### config.mk
export PLATFORM = sky130hd
export DESIGN_NAME = fifo_word_packer
export DESIGN_NICKNAME = d
export VERILOG_FILES = /design/src/rtl/fifo_pkg.sv /design/src/rtl/fifo_word_packer.sv
export SDC_FILE = /design/constraint.sdc
export NUM_CORES = 1
export LEC_CHECK = 0
export CAP_MARGIN = 20
export CORE_MARGIN = 2
export CORE_UTILIZATION = 54
export DETAILED_ROUTE_END_ITERATION = 8
export PLACE_DENSITY_LB_ADDON = 0.12
export SETUP_SLACK_MARGIN = 0.05
export SYNTH_ARGS = -nofsm -noshare
export SYNTH_HDL_FRONTEND = slang
export SYNTH_SLANG_ARGS = --single-unit
export TNS_END_PERCENT = 30
### constraint.sdc
create_clock -name clk_i -period 2.9 [get_ports clk_i]
set_clock_uncertainty 0.05 [all_clocks]
set_input_delay 0.58 -clock clk_i [delete_from_list [all_inputs] [get_ports clk_i]]
set_output_delay 0.58 -clock clk_i [all_outputs]
set_load 0.02 [all_outputs]
### src/rtl/fifo_pkg.sv
// Shared types and helpers for the FIFO read-side word packer.
package fifo_pkg;

  // Accumulator-side state of the packer.
  typedef enum logic [1:0] {
    ST_EMPTY = 2'd0,
    ST_FILL  = 2'd1,
    ST_DONE  = 2'd2
  } packer_state_t;

  // Widest lane mask the helper can produce; callers truncate to their RATIO.
  localparam int unsigned KEEP_MAX = 32;

  // Thermometer mask: the lowest cnt bits set.
  function automatic logic [KEEP_MAX-1:0] keep_therm(input int unsigned cnt);
    logic [KEEP_MAX-1:0] m;
    m = '0;
    for (int unsigned i = 0; i < KEEP_MAX; i++) begin
      if (i < cnt) m[i] = 1'b1;
    end
    return m;
  endfunction

endpackage

### src/rtl/fifo_word_packer.sv
// Pops words from a first-word-fall-through FIFO and packs RATIO of them into
// one wide valid/ready beat. Partial beats leave on idle timeout or flush.
module fifo_word_packer
  import fifo_pkg::*;
#(
  parameter int unsigned WIDTH   = 8,
  parameter int unsigned RATIO   = 4,
  parameter int unsigned TIMEOUT = 16
) (
  input  logic                   clk_i,
  input  logic                   rst_n_i,
  input  logic [WIDTH-1:0]       fifo_data_i,
  input  logic                   fifo_empty_i,
  output logic                   fifo_rd_en_o,
  input  logic                   flush_i,
  output logic [WIDTH*RATIO-1:0] m_data_o,
  output logic [RATIO-1:0]       m_keep_o,
  output logic                   m_valid_o,
  input  logic                   m_ready_i
);

  localparam int unsigned CNT_W = $clog2(RATIO + 1);
  localparam logic [CNT_W-1:0] RATIO_C = CNT_W'(RATIO);

  packer_state_t                     state_q, state_d;
  logic          [CNT_W-1:0]         acc_cnt_q, acc_cnt_d, acc_base;
  logic          [RATIO-1:0][WIDTH-1:0] lanes_q, lanes_d, lane_mask;
  logic          [WIDTH*RATIO-1:0]   m_data_q, m_data_d;
  logic          [RATIO-1:0]         m_keep_q, m_keep_d, keep_vec;
  logic                              m_valid_q, m_valid_d;

  logic out_free, transfer, flush_hit, pop, timeout_hit;

  // The output register can accept a beat when empty or being drained now.
  assign out_free  = ~m_valid_q | m_ready_i;
  assign transfer  = (state_q == ST_DONE) & out_free;
  assign flush_hit = (state_q == ST_FILL) & flush_i;
  // Pop gating uses out_free combinationally, so no skid stage is needed.
  assign pop = rst_n_i & ~fifo_empty_i & ((state_q != ST_DONE) | transfer) & ~flush_hit;

  assign fifo_rd_en_o = pop;
  assign m_data_o     = m_data_q;
  assign m_keep_o     = m_keep_q;
  assign m_valid_o    = m_valid_q;

  // Lanes at or above acc_cnt are masked off so partial beats carry zeros.
  assign keep_vec = RATIO'(keep_therm(32'(acc_cnt_q)));
  for (genvar gi = 0; gi < RATIO; gi++) begin : g_mask
    assign lane_mask[gi] = {WIDTH{keep_vec[gi]}};
  end

  // Idle timer: counts non-popping cycles in ST_FILL and saturates.
  if (TIMEOUT > 0) begin : g_timeout
    localparam int unsigned IDLE_W = $clog2(TIMEOUT + 1);
    logic [IDLE_W-1:0] idle_cnt_q, idle_cnt_d;

    // Count idle fill cycles; anything else clears the timer.
    always_comb begin
      idle_cnt_d = '0;
      if ((state_q == ST_FILL) && !pop) begin
        idle_cnt_d = (idle_cnt_q == IDLE_W'(TIMEOUT)) ? idle_cnt_q : idle_cnt_q + 1'b1;
      end
    end

    // Idle timer register.
    always_ff @(posedge clk_i) begin
      if (!rst_n_i) idle_cnt_q <= '0;
      else          idle_cnt_q <= idle_cnt_d;
    end

    assign timeout_hit = (state_q == ST_FILL) & ~pop & (idle_cnt_q == IDLE_W'(TIMEOUT - 1));
  end else begin : g_no_timeout
    assign timeout_hit = 1'b0;
  end

  // Next-state: accumulator fill, acc->out transfer and output handshake.
  always_comb begin
    acc_base  = transfer ? '0 : acc_cnt_q;
    acc_cnt_d = acc_base;
    lanes_d   = lanes_q;
    m_data_d  = m_data_q;
    m_keep_d  = m_keep_q;
    m_valid_d = m_valid_q & ~m_ready_i;
    state_d   = state_q;

    if (transfer) begin
      m_data_d  = lanes_q & lane_mask;
      m_keep_d  = keep_vec;
      m_valid_d = 1'b1;
    end

    if (pop) begin
      acc_cnt_d = acc_base + 1'b1;
      for (int unsigned l = 0; l < RATIO; l++) begin
        if (acc_base == CNT_W'(l)) lanes_d[l] = fifo_data_i;
      end
    end

    if ((state_q == ST_DONE) && !transfer) state_d = ST_DONE;
    else if (flush_hit || timeout_hit)     state_d = ST_DONE;
    else if (acc_cnt_d == RATIO_C)         state_d = ST_DONE;
    else if (acc_cnt_d == '0)              state_d = ST_EMPTY;
    else                                   state_d = ST_FILL;
  end

  // State, accumulator and output registers; reset discards everything.
  always_ff @(posedge clk_i) begin
    if (!rst_n_i) begin
      state_q   <= ST_EMPTY;
      acc_cnt_q <= '0;
      lanes_q   <= '0;
      m_data_q  <= '0;
      m_keep_q  <= '0;
      m_valid_q <= 1'b0;
    end else begin
      state_q   <= state_d;
      acc_cnt_q <= acc_cnt_d;
      lanes_q   <= lanes_d;
      m_data_q  <= m_data_d;
      m_keep_q  <= m_keep_d;
      m_valid_q <= m_valid_d;
    end
  end

endmodule

* Word-level counts from Yosys, hierarchy flattened
Index checks and enable logic that the tools add are counted.
** Word-level totals
- Register bits :: 79
- Bits in latches :: 0
- Bits in writable memories :: 0
- Memory bits (read-only) :: 0
- Bits of input ports :: 13
- Output and inout bits :: 38
- Word-level logic and storage cells :: 67
- Memories kept :: 0
** Cells by class
- Add/sub/neg operators :: 2
- $mul :: 0
- Div/mod/pow operators :: 0
- Order comparisons :: 4
- Equal/unequal tests :: 9
- Shift operators :: 0
- Mux-type cells :: 11
- Bitwise operators :: 17
- Reductions and logical operators :: 13
** Operators by type and width (number)
- AND 32 bit :: 1
- AND reduction 2 bit :: 5
- AND 1 bit :: 8
- equality test 3 x 2 -> 1 bit (second input constant) :: 2
- zero test 3 bit :: 2
- < comparator 1 x 3 -> 1 bit (first input constant) :: 2
- < comparator 2 x 3 -> 1 bit (first input constant) :: 2
- two-way mux 1 bit :: 6
- two-way mux 2 bit :: 3
- two-way mux 3 bit :: 2
- NOT 1 bit :: 6
- adder 5 x 1 -> 5 bit (second input constant) :: 1
- equality test 5 x 4 -> 1 bit (second input constant) :: 1
- equality test 5 bit (second input constant) :: 1
- OR reduction 4 bit :: 1
- adder 3 x 1 -> 3 bit (second input constant) :: 1
- equality test 3 x 1 -> 1 bit (second input constant) :: 1
- equality test 3 bit (second input constant) :: 1
- equality test 2 x 1 -> 1 bit (second input constant) :: 1
- equality test 2 bit (second input constant) :: 1
- logical AND 1 bit :: 2
- zero test 1 bit :: 2
- != test 2 bit (second input constant) :: 1
- bitwise OR 1 bit :: 2
- logical OR 1 bit :: 1

* Depth between registers and ports, before layout
Gate-level depths: netlist (run 1).
- Depth after elaboration :: 12
- Mapped depth :: 10
- Gate-level depth less buffers :: 8

* Worst setup path after synthesis (run 1)
OpenSTA, ideal clock, no wires.
- Kind :: in2reg
- Start :: in m_ready_i
- End :: reg lanes_q[24] (netlist bit)
- Setup time :: 123 ps
- Arrival :: 2155 ps
- Required time :: 2727 ps
- Path slack :: 572 ps
- Stages on the path :: 10
- Path buffers :: 2
- Cells stage by stage :: nand2b_1 nand2_2 buf_2 nand2_1 nor2_1 ha_1 clkbuf_1 nand4_1 nand2_1 a21boi_0
** Between the ends
- Longest elaborated chain between the ends :: 6
- Elaborated cells on any way between the ends :: 8
- Classes of those cells :: 1 x eq/ne; 1 x mux; 5 x bitwise; 1 x reduce/logical
** Ends and longest elaborated chain
- from (decl) :: line fifo_word_packer.sv:19 : input logic m_ready_i
- bitwise OR 1 bit * :: line fifo_word_packer.sv:35 : assign out_free = ~m_valid_q | m_ready_i;
- AND 1 bit * :: line fifo_word_packer.sv:36 : assign transfer = (state_q == ST_DONE) & out_free;
- bitwise OR 1 bit :: line fifo_word_packer.sv:39 : assign pop = rst_n_i & ~fifo_empty_i & ((state_q != ST_DONE) | transfer) & ~flush_hit;
- AND 1 bit (2 in series) :: line fifo_word_packer.sv:39
- AND reduction 2 bit (no source line) *
- to (signal assigned) :: line fifo_word_packer.sv:118 : lanes_q <= lanes_d;
- to (decl) :: line fifo_word_packer.sv:27 : logic [RATIO-1:0][WIDTH-1:0] lanes_q, lanes_d, lane_mask;
Every way passes the cells marked *; elsewhere a longest branch is shown, timed or not.
A chain may end at the register's enable or synchronous reset.

* Worst setup path in the final report (run 1)
- Start :: in fifo_empty_i
- End :: out fifo_rd_en_o
** Between the ends
- Longest elaborated chain between the ends :: 4
** Ends and longest elaborated chain
- from (decl) :: line fifo_word_packer.sv:13 : input logic fifo_empty_i,
- NOT 1 bit :: line fifo_word_packer.sv:39
- AND 1 bit (3 in series) :: line fifo_word_packer.sv:39
- to (decl) :: line fifo_word_packer.sv:14 : output logic fifo_rd_en_o,
No other way between the ends.

==> results.yml, run 1 <==
setup_path:
  arrival_ns: 2.07
  critPathMostFrequentCell: "clkdlybuf4s50_1"
  slowest_stage: "clkdlybuf4s50_1"
  crit_path_start_kind: "input pin"
  crit_path_end_kind: "primary output"
  cp_cell_sequence: "clkdlybuf4s50_1 -> and2b_1 -> nand3_4 -> inv_2 -> clkdlybuf4s50_1"
  crit_type: "in -> out"
  slowest_delay_ns: 0.60
  critPathMaxFanout: 3
  cp.required_ns: 2.27
synthesis:
  ys_warn_count: 0
  synth_area_um2: 3420
  synth-seq-cells: 79
  yosysSeqAreaShare_pct: 46.3
  synth.net_count: 377
  synth_top_area_cell: "dfxtp_1"
  synthTopCellsByArea: "dfxtp_1 (46%), a21boi_1 (5.9%), nand2_1 (5.1%)"
  ys.flop_type: "dfxtp_1"
  netlist.area_leader.share_pct: 46.3
  syn_avg_cell_area_um2: 9.54
  netlist_instances: 358
  async_flop_share_pct: 0
  synth_edf_count: 0
  synth_cell_types: 47
global_route:
  antenna_found_initial: 0
  grt_pass1_vias: 2534
  grt-ovfl-total: 0
  grt_pass1_wl_um: 12100
  grt_usage_pct: 21.5
  grt_max_degree: 77
clocking:
  cts_tree: "yes"
  htreeDepth: 3
  cts_hold_buf: 0
  cts_resized: 0
  cts.clk_slew.worst_paths_ns: 0.08
  clkLatencyLatePin_ns: 0.35
  root_buffer: "clkbuf_8"
  cts_setup_buffers: 0
  cts_sinks: 79
  cts_buffer_depth: 2
  cts_buffers: 9
power:
  p_sw_share_pct: 24.7
  p_total_uw: 2090
  power_frac_clock_pct: 38.1
  pwr-share-comb_pct: 8.3
  switchingPower_uw: 517
  ir_drop_v: 0.000297
  p_leak_uw: 0.00138
  p_seq_share_pct: 53.6
  intPower_uw: 1570
  powerDensity_nw_per_um2: 509
floorplanning:
  fp.dieH_um: 83.5
  die_w_um: 83.5
  start_util_pct: 56.7
  fp.coreArea_um2: 6030
  ios: 51
  num_rows: 28
  die-area_um2: 6980
routing:
  wl_um: 7120
  via_per_inst: 5.57
  wl_per_cell_um: 14.8
  initialDrtViolationCount: 136
  route.antenna.remaining_nets: 0
  via_count: 2685
  dr.pass1.iters: 4
  drc: 0
place:
  io_buffer_count: 50
  dp.final_hpwl_um: 4700
  globalplace.congestion: 0.787
timing:
  final.setup.tns_ns: 0
  maxSlewViolCount: 0
  min_period_over_period_pct: 93.1
  setup_viol: 0
  finalHoldViolCount: 0
  slew_headroom_pct: 58.1
  fmax_mhz: 370
  period_needed_ns: 2.70
  grt_setup_unrepaired: "no"
  tightest_slew_ns: 0.628
run_status:
  run_status: "completed"
worst_hold_path:
  hp-class: "reg -> reg"
cells_and_area:
  antennaDiodeCount: 0
  final_cell_mix: "dfxtp_1 (79), clkdlybuf4s50_1 (49), nand2_1 (46), nand3_1 (34), a21boi_1 (27)"
  final_common_cell: "dfxtp_1"
  drive_gt1_share_pct: 13.3
  fin_nets: 421
  area_growth_pct: 20.2
run:
  maxCapViolations: 0
==> kinds of logic after synthesis <==
group	count (synthesis)	synth area share, %
and+or+nand+nor	142	23.5
AOI/OAI and AO/OA	91	20.7
DFF	79	46.3
buffers and inverters	33	5.35
adders and majority gates	6	2.20
xor gates and xnor gates	4	1.03
muxes	3	0.916
==> critical path: cells and delay by family <==
kind,cells,cell delay [ns]
buffers and inverters,3,1.11
and+or+nand+nor,2,0.37
==> metal layers <==
metal | global-route usage, % | up-vias | share of wire, %
met5 | 0 | - | 0
met2 | 33.1 | 74 | 45
met1 | 29.8 | 1243 | 47
met3 | 3.86 | 15 | 5.9
li1 | - | 1353 | -
met4 | 8.94 | 0 | 1.6
==> state kept, by name, indices dropped and copies added, names as in the netlist <==
register,cells
lanes_q,32
m_data_o,32
g_timeout.idle_cnt_q,5
m_keep_o,4
acc_cnt_q,3
state_q,2
m_valid_o,1
==> power groups by stage <==
stage          logic [uW]  registers [uW]  clock network [uW]
6_report              174            1120                 796
5_1_grt               189            1120                 850
4_1_cts               174            1120                 806
3_5_place_dp          172            1140                   0
3_3_place_gp          170            1150                   0
2_1_floorplan         123            1140                   0
==> layout make-up <==
type / instances / area [um2]
fillers: 496 / 1920
multi-input cells: 246 / 1650
flip-flops and latches: 79 / 1580
repair buffers: 59 / 563
clock buffers: 11 / 131
well taps: 75 / 93.8
clock inverters: 5 / 58.8
inverters: 7 / 26.3
==> cells in the mapped netlist (2+ instances only) <==
cell type,number
mux2i_1,2
and3_4,2
xnor2_1,3
buf_2,5
a21oi_1,4
nand4_1,17
o211ai_1,4
ha_1,6
buf_6,5
clkbuf_1,12
a21boi_1,27
a211oi_4,2
o21ai_2,16
nor2_1,5
nand2_1,46
a21boi_0,8
inv_1,6
o21ai_0,8
a22oi_1,16
and2b_1,3
buf_4,4
nor2b_1,19
nand3_1,34
nand2b_1,3
dfxtp_1,79
==> through the flow <==
step                      utilization (%)  cell area (um2)  hold slack, ns  cells  worst slack, ns
after floorplan                         -             3420           0.386    358            0.572
after global placement               65.0             3920           0.387    466            0.214
after detailed placement             65.0             3920           0.393    466            0.201
after CTS                            68.1             4110           0.403    482            0.195
after global routing                 68.1             4110           0.426    482            0.141
final                                68.1             4110           0.400    482            0.199
==> final timing paths <==
check / startpoint / endpoint / slack, ns / depth (start not counted)
worst max-delay path: fifo_empty_i / fifo_rd_en_o / 0.20 / 5
worst min-delay path: m_data_o[24]$_SDFFE_PN0P_ / m_data_o[24]$_SDFFE_PN0P_ / 0.40 / 2
worst max register to register: state_q[0]$_SDFF_PP0_ / state_q[1]$_SDFF_PN0_ / 0.91 / 7
worst min register to register: m_data_o[24]$_SDFFE_PN0P_ / m_data_o[24]$_SDFFE_PN0P_ / 0.40 / 2
(Power assumes the default switching activity.)
==> run 2: changes to the inputs <==
PLACE_DENSITY = 0.82   (was unset)
PLACE_DENSITY_LB_ADDON = unset   (was 0.12)
==> run 2 against run 1 <==
  * Sequential power hardly changed
  * Clock-buffer cell count is 2 higher
  * Sequential share of layout area hardly changed
  * Global-route usage is 0.49 points higher
  * Non-clock buffer count is 3 lower
  * Via count is 0.30% lower
  * Power is 2.6% higher
  * Combinational power hardly changed
==> results.yml, run 2 (same netlist as run 1, synthesis figures left out) <==
run_status:
  run_status: "completed"
clocking:
  cts.clk_slew.worst_paths_ns: 0.08
  cts_buffer_depth: 2
  clkLatencyLatePin_ns: 0.35
  root_buffer: "clkbuf_8"
  cts_buffers: 9
  htreeDepth: 3
  cts_tree: "yes"
  cts_setup_buffers: 0
  cts_hold_buf: 0
  cts_sinks: 79
routing:
  drc: 0
  route.antenna.remaining_nets: 0
  wl_per_cell_um: 15.4
  dr.pass1.iters: 5
  initialDrtViolationCount: 219
  wl_um: 7390
  via_count: 2677
  via_per_inst: 5.59
setup_path:
  crit_path_end_kind: "register"
  rr_startpoint: "state_q[1]$_SDFF_PN0_"
  crit_path_start_kind: "input pin"
  cp.required_ns: 3.08
  critPathLaunch: "m_ready_i"
  crit_type: "in -> reg"
  arrival_ns: 2.66
  critPathMaxFanout: 9
timing:
  grt_setup_unrepaired: "no"
  min_period_over_period_pct: 85.3
  tightest_slew_ns: 0.610
  period_needed_ns: 2.47
  slew_headroom_pct: 59.3
  final.setup.tns_ns: 0
  setup_viol: 0
  maxSlewViolCount: 0
  finalHoldViolCount: 0
  hold_slack_ns: 0.401
  fmax_mhz: 404
global_route:
  antenna_found_initial: 0
  grt_max_degree: 77
  grt_pass1_wl_um: 12300
  grt-ovfl-total: 0
  grt_usage_pct: 22.0
  grt_pass1_vias: 2557
floorplanning:
  start_util_pct: 56.7
  fp.coreArea_um2: 6030
  ios: 51
  die_w_um: 83.5
  num_rows: 28
  die-area_um2: 6980
  fp.dieH_um: 83.5
place:
  place_area_um2: 3890
  dp.final_hpwl_um: 4780
  io_buffer_count: 50
  globalplace.congestion: 0.819
cells_and_area:
  final_cell_mix: "dfxtp_1 (79), clkdlybuf4s50_1 (48), nand2_1 (46), nand3_1 (34), a21boi_1 (27)"
  final_util_pct: 68.1
  final_common_cell: "dfxtp_1"
  final_cell_area_um2: 4110
  fin_nets: 418
  antennaDiodeCount: 0
  drive_gt1_share_pct: 12.9
  area_growth_pct: 20.2
power:
  p_total_uw: 2150
  powerDensity_nw_per_um2: 523
  p_leak_uw: 0.00140
  ir_drop_v: 0.000274
run:
  maxCapViolations: 0
worst_hold_path:
  hp-class: "reg -> reg"
  worstHoldStart: "m_data_o[30]$_SDFFE_PN0P_"
[run 2: changes by cell type in the layout (fill, tap and decap cells not counted), sizes merged]
cell,previous run,this run
buf,10,7
clkbuf,11,13
clkinvlp,2,0
clkdlybuf4s50,49,48
dlymetal6s2s,0,1
[run 2: critical path, stage by stage]
cell,delay [ns]
clkdlybuf4s50_1,0.45
nand2b_1,0.26
nand2_2,0.11
nand2_1,0.10
nor2_1,0.11
ha_1,0.34
nand4_1,0.39
nand2_1,0.20
a21boi_0,0.12
[run 2: stage by stage]
step | cells | worst slack [ns]
3_5_place_dp | 463 | 0.114
2_1_floorplan | 358 | 0.572
6_report | 479 | 0.425
4_1_cts | 479 | 0.109
5_1_grt | 479 | 0.344
3_3_place_gp | 463 | 0.136
[run 2: repair_timing]
| action | CTS | global route |
|---|---|---|
| endpoints found under the setup margin | 0 | 1 |
| hold endpoints to repair | 0 | 0 |
| gates resized for setup | 0 | 1 |
[run 2: power breakdown]
part,internal [uW],switching (uW),total [uW],leakage [uW]
clock,466,389,854,0.000109
combinational,69.7,102,171,0.000651
sequential,1100,15.8,1120,0.000638
total,1640,506,2150,0.00140
[run 2: final cells by class]
class	instances	area, um2
multi-input cells	246	1650
fillers	509	1920
inverters	7	26.3
clock inverters	3	40.0
repair buffers	56	543
clock buffers	13	169
flip-flops and latches	79	1580
well taps	75	93.8
[run 2: path summary, 6_finish.rpt]
check	end	slack, ns	cells after the start
max	lanes_q[31]$_SDFFE_PN0P_	0.43	9
min	m_data_o[30]$_SDFFE_PN0P_	0.40	2
max reg2reg	lanes_q[31]$_SDFFE_PN0P_	0.61	6
min reg2reg	m_data_o[30]$_SDFFE_PN0P_	0.40	2
[run 2: layer usage]
metal | track usage [%] | vias up | share of wire (%)
li1 | - | 1346 | -
met1 | 28.7 | 1225 | 43
met4 | 10.6 | 0 | 2.1
met5 | 0 | - | 0
met3 | 5.14 | 14 | 7.4
met2 | 34.4 | 92 | 47
==> run 3: changes to the inputs <==
CORE_MARGIN = 5   (was 2)
clock period = 2.4 ns   (was 2.9 ns; I/O delays follow)
==> run 3 against run 2 <==
  * Cell count up 2.1%
  * Largest cell class unchanged
  * First-iteration DRC count down 20%
  * Highest routed layer unchanged
  * Via count up 3.2%
  * Non-clock buffer count up 9
==> results.yml, run 3 (same netlist as run 1, synthesis figures left out) <==
run_status:
  run_status: "completed"
timing:
  tightest_slew_ns: 0.619
  slew_headroom_pct: 58.8
  setup_viol: 0
  fmax_mhz: 448
  min_period_over_period_pct: 93.0
  maxSlewViolCount: 0
  postLayoutSetupSlackWorst_ns: 0.169
  finalHoldViolCount: 0
  period_needed_ns: 2.23
  grt_setup_unrepaired: "no"
  final.setup.tns_ns: 0
floorplanning:
  ios: 51
  num_rows: 29
  fp.coreArea_um2: 6240
  start_util_pct: 54.7
  fp.dieH_um: 89.5
  die_w_um: 89.5
  die-area_um2: 8020
global_route:
  grt_pass1_vias: 2706
  grt_usage_pct: 20.6
  grt_max_degree: 77
  antenna_found_initial: 0
  grt_pass1_wl_um: 12500
  grt-ovfl-total: 0
cells_and_area:
  multi_input_area_um2: 1650
  fin_nets: 427
  fillers: 546
  antennaDiodeCount: 0
  drive_gt1_share_pct: 14.3
  area_growth_pct: 21.2
  final_common_cell: "dfxtp_1"
  final_cell_mix: "dfxtp_1 (79), clkdlybuf4s50_1 (48), nand2_1 (46), nand3_1 (34), a21boi_1 (27)"
  register_area_um2: 1580
clocking:
  htreeDepth: 3
  cts_buffer_depth: 2
  cts.clk_slew.worst_paths_ns: 0.07
  cts_tree: "yes"
  cts_buffers: 9
  root_buffer: "clkbuf_8"
  cts_hold_buf: 0
  cts_sinks: 79
  clkLatencyLatePin_ns: 0.35
setup_path:
  slowest_delay_ns: 0.44
  arrival_ns: 1.70
  crit_path_end_kind: "primary output"
  reg2reg_depth: 8
  crit_type: "in -> out"
  cp_cell_sequence: "clkdlybuf4s50_1 -> and2b_1 -> nand3_4 -> inv_2 -> dlygate4sd2_1"
  crit_path_start_kind: "input pin"
  cp.required_ns: 1.87
  slowest_stage: "clkdlybuf4s50_1"
  critPathMaxFanout: 3
power:
  powerDensity_nw_per_um2: 602
  p_leak_uw: 0.00141
  ir_drop_v: 0.000438
place:
  dp.final_hpwl_um: 5060
  globalplace.congestion: 0.898
  place_ws_ns: -0.106
  io_buffer_count: 50
routing:
  route.antenna.remaining_nets: 0
  dr.pass1.iters: 4
  via_count: 2763
  wl_per_cell_um: 15.5
  drc: 0
  via_per_inst: 5.65
  wl_um: 7560
  initialDrtViolationCount: 176
run:
  maxCapViolations: 0
worst_hold_path:
  whs_path_depth: 2
  hp-class: "reg -> reg"
## run 3: cell count changes in the layout (fill, tap and decap cells not counted)
cell,delta
buf_4,+9
clkbuf_1,+1
clkbuf_8,-3
clkinvlp_4,+1
dlygate4sd2_1,+1
dlymetal6s2s_1,-1
## run 3: through the flow
| step | hold slack (ns) | utilization (%) | total power (uW) | std cells | area (um2) |
|---|---|---|---|---|---|
| after floorplan | 0.386 | - | 1530 | 358 | 3420 |
| after CTS | 0.404 | 66.4 | 2510 | 489 | 4140 |
| after detailed placement | 0.396 | 63.5 | 1600 | 474 | 3960 |
| after global routing | 0.426 | 66.4 | 2590 | 489 | 4140 |
| after global placement | 0.389 | 63.5 | 1590 | 474 | 3960 |
| final | 0.400 | 66.4 | 2490 | 489 | 4140 |
## run 3: worst paths after layout
kind                                to                       from  slack (ns)
max                       fifo_rd_en_o               fifo_empty_i        0.17
min          m_data_o[24]$_SDFFE_PN0P_  m_data_o[24]$_SDFFE_PN0P_        0.40
max reg2reg   lanes_q[24]$_SDFFE_PN0P_      state_q[0]$_SDFF_PP0_        0.38
min reg2reg  m_data_o[24]$_SDFFE_PN0P_  m_data_o[24]$_SDFFE_PN0P_        0.40
## run 3: final cells by class
| class | count | area share [%] |
|---|---|---|
| Clock buffer | 11 | 3.17 |
| Clock inverter | 4 | 1.15 |
| Inverter | 7 | 0.634 |
| Multi-Input combinational cell | 246 | 39.9 |
| Sequential cell | 79 | 38.2 |
| Tap cell | 77 | 2.33 |
| Timing Repair Buffer | 65 | 14.7 |
## run 3: report_power, final
part | switching, uW | internal, uW | leakage [uW] | total, uW
Clock | 449 | 472 | 0.0000892 | 921
Combinational | 125 | 91.2 | 0.000681 | 216
Sequential | 20.1 | 1330 | 0.000638 | 1350
## run 3: worst max-delay path: cells and delay by family
family	cells	cell delay [ns]
and+or+nand+nor	2	0.36
buffers and inverters	3	0.86
## run 3: metal layers
| metal | vias up | share of wire [%] | track usage (%) |
|---|---|---|---|
| li1 | 1361 | - | - |
| met1 | 1316 | 44 | 26.0 |
| met2 | 73 | 47 | 33.4 |
| met3 | 13 | 6.7 | 5.71 |
| met4 | 0 | 2.1 | 7.98 |
| met5 | - | 0 | 0 |
## run 3: what timing repair did
item                                    CTS  global route
hold endpoints to repair                  0             0
setup buffers                             0             0
gates resized for setup                   1             0
endpoints found under the setup margin    1             0
